`src/rtl/mbist_march_controller.sv`:
```
// March C- memory BIST engine driving a single-port RAM.
// Walks six March elements over every address and compares read data
// against the expected background. Keeps the first failing location and a
// saturating mismatch count until the next accepted start.
module mbist_march_controller #(
  parameter int ADDR_W = 6,
  parameter int DATA_W = 8,
  parameter int RD_LAT = 1,
  parameter int CNT_W  = 8
) (
  input  logic              clk,
  input  logic              rst_n,
  input  logic              start,
  output logic              busy,
  output logic              done,
  output logic              fail,
  output logic [ADDR_W-1:0] fail_addr,
  output logic [DATA_W-1:0] fail_data,
  output logic [DATA_W-1:0] fail_exp,
  output logic [2:0]        fail_elem,
  output logic [CNT_W-1:0]  err_count,
  output logic              we,
  output logic [ADDR_W-1:0] ramaddr,
  output logic [DATA_W-1:0] ramin,
  input  logic [DATA_W-1:0] ramout
);

  typedef enum logic [2:0] {
    S_IDLE     = 3'd0,
    S_WRITE    = 3'd1,
    S_RD_ISSUE = 3'd2,
    S_RD_WAIT  = 3'd3,
    S_CHECK    = 3'd4,
    S_DONE     = 3'd5
  } state_t;

  localparam logic [ADDR_W-1:0] ADDR_ZERO = {ADDR_W{1'b0}};
  localparam logic [ADDR_W-1:0] ADDR_MAX  = {ADDR_W{1'b1}};
  localparam logic [ADDR_W-1:0] ADDR_ONE  = {{(ADDR_W-1){1'b0}}, 1'b1};
  localparam logic [DATA_W-1:0] D0        = {DATA_W{1'b0}};
  localparam logic [DATA_W-1:0] D1        = {DATA_W{1'b1}};
  localparam logic [CNT_W-1:0]  CNT_ZERO  = {CNT_W{1'b0}};
  localparam logic [CNT_W-1:0]  CNT_MAX   = {CNT_W{1'b1}};
  localparam logic [CNT_W-1:0]  CNT_ONE   = {{(CNT_W-1){1'b0}}, 1'b1};
  localparam logic [7:0]        WAIT_LAST = 8'(RD_LAT - 2);
  localparam logic [2:0]        ELEM_LAST = 3'd5;

  // Elements E3 and E4 walk from the top address down to zero.
  function automatic logic elem_is_down(input logic [2:0] e);
    case (e)
      3'd3, 3'd4: elem_is_down = 1'b1;
      default:    elem_is_down = 1'b0;
    endcase
  endfunction

  // Background each element expects to read back (E2 and E4 read ones).
  function automatic logic [DATA_W-1:0] elem_rd_val(input logic [2:0] e);
    case (e)
      3'd2, 3'd4: elem_rd_val = D1;
      default:    elem_rd_val = D0;
    endcase
  endfunction

  // Background each element writes after its read (E1 and E3 write ones).
  function automatic logic [DATA_W-1:0] elem_wr_val(input logic [2:0] e);
    case (e)
      3'd1, 3'd3: elem_wr_val = D1;
      default:    elem_wr_val = D0;
    endcase
  endfunction

  state_t            state_q;
  logic [2:0]        elem_q;
  logic [ADDR_W-1:0] addr_q;
  logic [7:0]        wait_q;
  logic              busy_q, done_q, fail_q, we_q;
  logic [ADDR_W-1:0] fail_addr_q, ramaddr_q;
  logic [DATA_W-1:0] fail_data_q, fail_exp_q, ramin_q;
  logic [2:0]        fail_elem_q;
  logic [CNT_W-1:0]  err_count_q;

  logic [DATA_W-1:0] exp_val_d;
  logic              mismatch_d;
  logic              last_addr_d;
  logic [ADDR_W-1:0] step_addr_d;
  logic [2:0]        next_elem_d;
  logic [ADDR_W-1:0] first_addr_d;
  logic              chk_we_d;
  logic [DATA_W-1:0] chk_din_d;

  // Address stepping, expected data and the write that accompanies a check.
  always_comb begin
    exp_val_d   = elem_rd_val(elem_q);
    mismatch_d  = (ramout != exp_val_d);
    next_elem_d = elem_q + 3'd1;
    if (elem_is_down(elem_q)) begin
      last_addr_d = (addr_q == ADDR_ZERO);
      step_addr_d = addr_q - ADDR_ONE;
    end else begin
      last_addr_d = (addr_q == ADDR_MAX);
      step_addr_d = addr_q + ADDR_ONE;
    end
    if (elem_is_down(next_elem_d)) begin
      first_addr_d = ADDR_MAX;
    end else begin
      first_addr_d = ADDR_ZERO;
    end
    // E5 is read-only; every other read element writes in its check cycle.
    if (elem_q != ELEM_LAST) begin
      chk_we_d  = 1'b1;
      chk_din_d = elem_wr_val(elem_q);
    end else begin
      chk_we_d  = 1'b0;
      chk_din_d = D0;
    end
  end

  // March sequencer with registered RAM-side and result outputs.
  always_ff @(posedge clk or negedge rst_n) begin
    if (!rst_n) begin
      state_q     <= S_IDLE;
      elem_q      <= 3'd0;
      addr_q      <= ADDR_ZERO;
      wait_q      <= 8'd0;
      busy_q      <= 1'b0;
      done_q      <= 1'b0;
      fail_q      <= 1'b0;
      fail_addr_q <= ADDR_ZERO;
      fail_data_q <= D0;
      fail_exp_q  <= D0;
      fail_elem_q <= 3'd0;
      err_count_q <= CNT_ZERO;
      we_q        <= 1'b0;
      ramaddr_q   <= ADDR_ZERO;
      ramin_q     <= D0;
    end else begin
      case (state_q)
        S_IDLE, S_DONE: begin
          we_q    <= 1'b0;
          ramin_q <= D0;
          if (start) begin
            busy_q      <= 1'b1;
            done_q      <= 1'b0;
            fail_q      <= 1'b0;
            fail_addr_q <= ADDR_ZERO;
            fail_data_q <= D0;
            fail_exp_q  <= D0;
            fail_elem_q <= 3'd0;
            err_count_q <= CNT_ZERO;
            elem_q      <= 3'd0;
            addr_q      <= ADDR_ZERO;
            ramaddr_q   <= ADDR_ZERO;
            state_q     <= S_WRITE;
          end
        end
        S_WRITE: begin
          // The first WRITE cycle only primes the port; writes follow.
          if (!we_q) begin
            we_q      <= 1'b1;
            ramaddr_q <= addr_q;
            ramin_q   <= D0;
          end else if (addr_q == ADDR_MAX) begin
            we_q      <= 1'b0;
            ramin_q   <= D0;
            elem_q    <= 3'd1;
            addr_q    <= ADDR_ZERO;
            ramaddr_q <= ADDR_ZERO;
            state_q   <= S_RD_ISSUE;
          end else begin
            we_q      <= 1'b1;
            ramin_q   <= D0;
            addr_q    <= addr_q + ADDR_ONE;
            ramaddr_q <= addr_q + ADDR_ONE;
          end
        end
        S_RD_ISSUE: begin
          if (RD_LAT > 1) begin
            wait_q  <= 8'd0;
            we_q    <= 1'b0;
            ramin_q <= D0;
            state_q <= S_RD_WAIT;
          end else begin
            we_q    <= chk_we_d;
            ramin_q <= chk_din_d;
            state_q <= S_CHECK;
          end
        end
        S_RD_WAIT: begin
          if (wait_q == WAIT_LAST) begin
            we_q    <= chk_we_d;
            ramin_q <= chk_din_d;
            state_q <= S_CHECK;
          end else begin
            wait_q  <= wait_q + 8'd1;
          end
        end
        S_CHECK: begin
          if (mismatch_d) begin
            if (err_count_q != CNT_MAX) begin
              err_count_q <= err_count_q + CNT_ONE;
            end
            // Only the first mismatch of a run is captured.
            if (!fail_q) begin
              fail_q      <= 1'b1;
              fail_addr_q <= addr_q;
              fail_data_q <= ramout;
              fail_exp_q  <= exp_val_d;
              fail_elem_q <= elem_q;
            end
          end
          we_q    <= 1'b0;
          ramin_q <= D0;
          if (last_addr_d) begin
            if (elem_q == ELEM_LAST) begin
              busy_q  <= 1'b0;
              done_q  <= 1'b1;
              state_q <= S_DONE;
            end else begin
              elem_q    <= next_elem_d;
              addr_q    <= first_addr_d;
              ramaddr_q <= first_addr_d;
              state_q   <= S_RD_ISSUE;
            end
          end else begin
            addr_q    <= step_addr_d;
            ramaddr_q <= step_addr_d;
            state_q   <= S_RD_ISSUE;
          end
        end
        default: begin
          state_q <= S_IDLE;
          busy_q  <= 1'b0;
          we_q    <= 1'b0;
          ramin_q <= D0;
        end
      endcase
    end
  end

  assign busy      = busy_q;
  assign done      = done_q;
  assign fail      = fail_q;
  assign fail_addr = fail_addr_q;
  assign fail_data = fail_data_q;
  assign fail_exp  = fail_exp_q;
  assign fail_elem = fail_elem_q;
  assign err_count = err_count_q;
  assign we        = we_q;
  assign ramaddr   = ramaddr_q;
  assign ramin     = ramin_q;

endmodule

```
`config.mk`:
```
export PLATFORM = sky130hd
export DESIGN_NAME = mbist_march_controller
export DESIGN_NICKNAME = d
export VERILOG_FILES = /design/src/rtl/mbist_march_controller.sv
export SDC_FILE = /design/constraint.sdc
export NUM_CORES = 1
export LEC_CHECK = 0
export CAP_MARGIN = 30
export CELL_PAD_IN_SITES_DETAIL_PLACEMENT = 0
export CELL_PAD_IN_SITES_GLOBAL_PLACEMENT = 1
export CORE_MARGIN = 2
export CORE_UTILIZATION = 48
export CTS_CLUSTER_DIAMETER = 30
export DETAILED_ROUTE_END_ITERATION = 10
export DONT_BUFFER_PORTS = 1
export PLACE_DENSITY_LB_ADDON = 0.25
export SYNTH_ARGS = -nofsm -noshare
export SYNTH_HDL_FRONTEND = slang
export SYNTH_SLANG_ARGS = --single-unit
```
`constraint.sdc`:
```
create_clock -name clk -period 3.1 [get_ports clk]
set_clock_uncertainty 0.15 [all_clocks]
set_input_delay 0.155 -clock clk [delete_from_list [all_inputs] [get_ports clk]]
set_output_delay 0.155 -clock clk [all_outputs]
set_load 0.05 [all_outputs]
```
==> results.yml <==
synth:
  synth_cells: 305
  syn_avg_cell_area_um2: 9.77
  yosysTopAreaCellShare: 0.428
  synth-main-ff-cell: "dfrtp_1"
  synth_top_family_by_area: "compound AO/OA/AOI/OAI gates"
  synth-edff-count: 0
  synth_simple_gate_area_frac: 0.162
  synth_area_leaders: "dfrtp_1 (43%), a22o_1 (5.9%), ha_1 (4.2%), buf_4 (4.0%), nand2_1 (3.3%)"
  synthArstFlopShare: 1.00
  yosysWarnings: 0
  synthAdderAreaFrac: 0.0420
  syn_nets: 326
  synth_xor_area_frac: 0.0235
  synth_cell_types: 63
  syn_area_um2: 2980
  yosysSeqAreaShare: 0.428
  ys_ff_latch: 51
  synth_top_area_cell: "dfrtp_1"
  synth_compound_area_frac: 0.232
  muxShareOfSynthArea: 0.0328
critical_path:
  cp.arrival_ns: 2.57
  r2r_cells: 7
  start_kind: "flop"
  r2r_slack_ns: 0.61
  r2r-start: "elem_q[0]"
  crit_chain: "inv_1, ha_1, mux2i_2, o311ai_2, o21a_1, or3_1, a21oi_1"
  crit_family: "compound AO/OA/AOI/OAI gates"
  crit_slowest_cell: "dfrtp_1"
  cp.required_ns: 3.17
  setup.worst_path.end_class: "flop"
  slowest_delay_ns: 0.47
  path_class: "reg2reg"
  crit_buf_inv: 1
  rr_endpoint: "err_count[7]"
  crit_fanout: 14
place:
  dpl_cell_area_um2: 3000
  io_buffers: 0
  dp.cells: 361
  routabilityCongestion: 0.816
  dp_hpwl_mm: 4.90
routing:
  drtIter0Drc: 108
  viasPerCell: 6.09
  final_antenna_net_count: 0
  finalWirelength_mm: 6.92
  routed-via-count: 2309
  drcViolationCount: 0
  post_drt_wl_per_cell_um: 18.3
  drt_first_pass_iters: 4
timing:
  maxSlewHeadroom: 0.597
  final-setup-viol-count: 0
  rsz0062_at_grt: "false"
  finalCritPeriodShare: 0.805
  drv_slew: 0
  fmax_ghz: 0.401
  worst_slew_pin_slew_ns: 0.603
  hold_viol: 0
  setup_tns_ns: 0
  holdWs_ns: 0.0315
  period_needed_ns: 2.49
cts:
  cts.path.max_buffers: 2
  cts_tree: "built"
  cts_buffers: 5
  insertion_delay_ns: 0.30
  postCtsSetupBuffers: 0
  path_clk_slew_ns: 0.09
  cts_sinks: 51
  cts_root_buf: "clkbuf_8"
  htreeDepth: 2
floorplanning:
  pin_count: 62
  core_um2: 5960
  rows: 28
  die_h_um: 82.8
  die_w_um: 82.8
  dieArea_um2: 6850
  start_util: 0.500
layout:
  fin_nets: 325
  mostFrequentLayoutCell: "dfrtp_1"
  area_growth_pct: 8.27
  stdcell_area_um2: 3230
  final_cell_mix: "dfrtp_1 (49), nand2_1 (26), a22o_1 (20), nand3_1 (14), o21ai_0 (14)"
  final_cell_count_no_fill: 379
  drive_gt1_frac: 0.115
  diodes: 0
pwr:
  p_sw_mw: 1.23
  combPwrFrac: 0.384
  p_int_mw: 1.38
  pwr-share-seq: 0.444
  vdd_ir_drop_max_uv: 464
  swShare: 0.471
  p_leak_nw: 1.38
  power.density_nw_per_um2: 810
  pwr-share-clk: 0.171
global_routing:
  grt_pass1_wl_mm: 10.7
  antenna_found_initial: 0
  grt_util_all_layers: 0.205
  grt_pass1_vias: 2212
  grt_start_max_net_pins: 52
  overflow: 0
min_path:
  worst_hold_path.endpoint: "busy"
  min_path_cells: 3
  min-delay-start: "start"
  holdCritPathClass: "in2reg"
outcome:
  status: "completed"
flow_run:
  max_cap_viol_count: 0
-- kinds of logic (layout without fill, tap and decap cells) --
logic type      count (synthesis)  after routing
xor+xnor                        8              8
mux                             9              9
flops                          51             51
simple gates                   94             94
buf+inv                        42             41
compound gates                 91             91
fa+ha+maj                      10             10
-- worst reg2reg max path: cells and delay by family, from the launching register on --
family | cells | cell delay [ns]
AO/OA/AOI/OAI | 3 | 0.75
multiplexers | 1 | 0.27
flip-flops | 1 | 0.47
buffers and inverters | 1 | 0.12
AND/OR/NAND/NOR | 1 | 0.41
adder cells (fa/ha/maj) | 1 | 0.25
-- metrics by stage --
| stage | setup slack (ns) | util | power (mW) |
|---|---|---|---|
| finish | 0.606 | 0.542 | 2.61 |
| global route | 0.456 | 0.542 | 2.79 |
| CTS | 0.601 | 0.542 | 2.64 |
| detailed placement | 0.637 | 0.503 | 2.15 |
| global placement | 0.735 | 0.503 | 2.14 |
| floorplan | 0.724 | - | 1.98 |
-- flip-flops by register name, summed over array words and instances (netlist names), 3 cells and up --
register   flops
elem_q         3
err_count      8
fail_data      8
ramaddr        6
wait_q         8
fail_addr      6
state_q        3
fail_elem      3
-- worst max-delay path by stage --
stage	startpoint	end	slack (ns)	depth (start not counted)
floorplan	ramaddr[1]	elem_q[2]	0.72	7
global placement	elem_q[0]	ramaddr[5]	0.74	8
detailed placement	state_q[2]	err_count[7]	0.64	6
CTS	elem_q[0]	err_count[7]	0.60	7
global route	elem_q[0]	ramaddr[1]	0.46	8
finish	elem_q[0]	err_count[7]	0.61	7
-- layout make-up --
class,count,area [µm²]
Clock buffer,6,72.6
Sequential cell,51,1280
Tap cell,75,93.8
Inverter,12,45.0
Timing Repair Buffer,22,235
Multi-Input combinational cell,212,1470
Fill cell,561,2730
Clock inverter,1,30.0
-- cell usage after synthesis (5+ instances only) --
cell type and instances:
ha_1 10, o21ai_0 14, nor2_1 13, or3_1 5, a22o_1 20, buf_4 16
nor3_1 6, a31oi_1 6, nand3_1 14, clkbuf_1 7, and3_1 5, inv_1 11
mux2i_1 5, dfrtp_1 51, nand4_1 5, nand2_1 26, a21oi_1 11
-- metal layers --
metal  global-route usage  share of wire
met1                0.256           0.44
met2                0.348           0.49
met3               0.0519          0.060
met4               0.0623          0.013
met5                    0              0
-- repair_timing --
action                                 4_1_cts  5_1_grt
setup endpoints to repair                    0        0
hold buffers                                11        0
gates resized for setup                      0        0
endpoints found under the hold margin       62        0
-- power groups by stage --
stage	Combinational [mW]	Clock, mW	Sequential (mW)
6_report	1.00	0.448	1.16
5_1_grt	1.11	0.489	1.19
4_1_cts	1.01	0.464	1.16
3_5_place_dp	0.979	0	1.17
3_3_place_gp	0.973	0	1.17
2_1_floorplan	0.862	0	1.12
(Power assumes the default switching activity.)
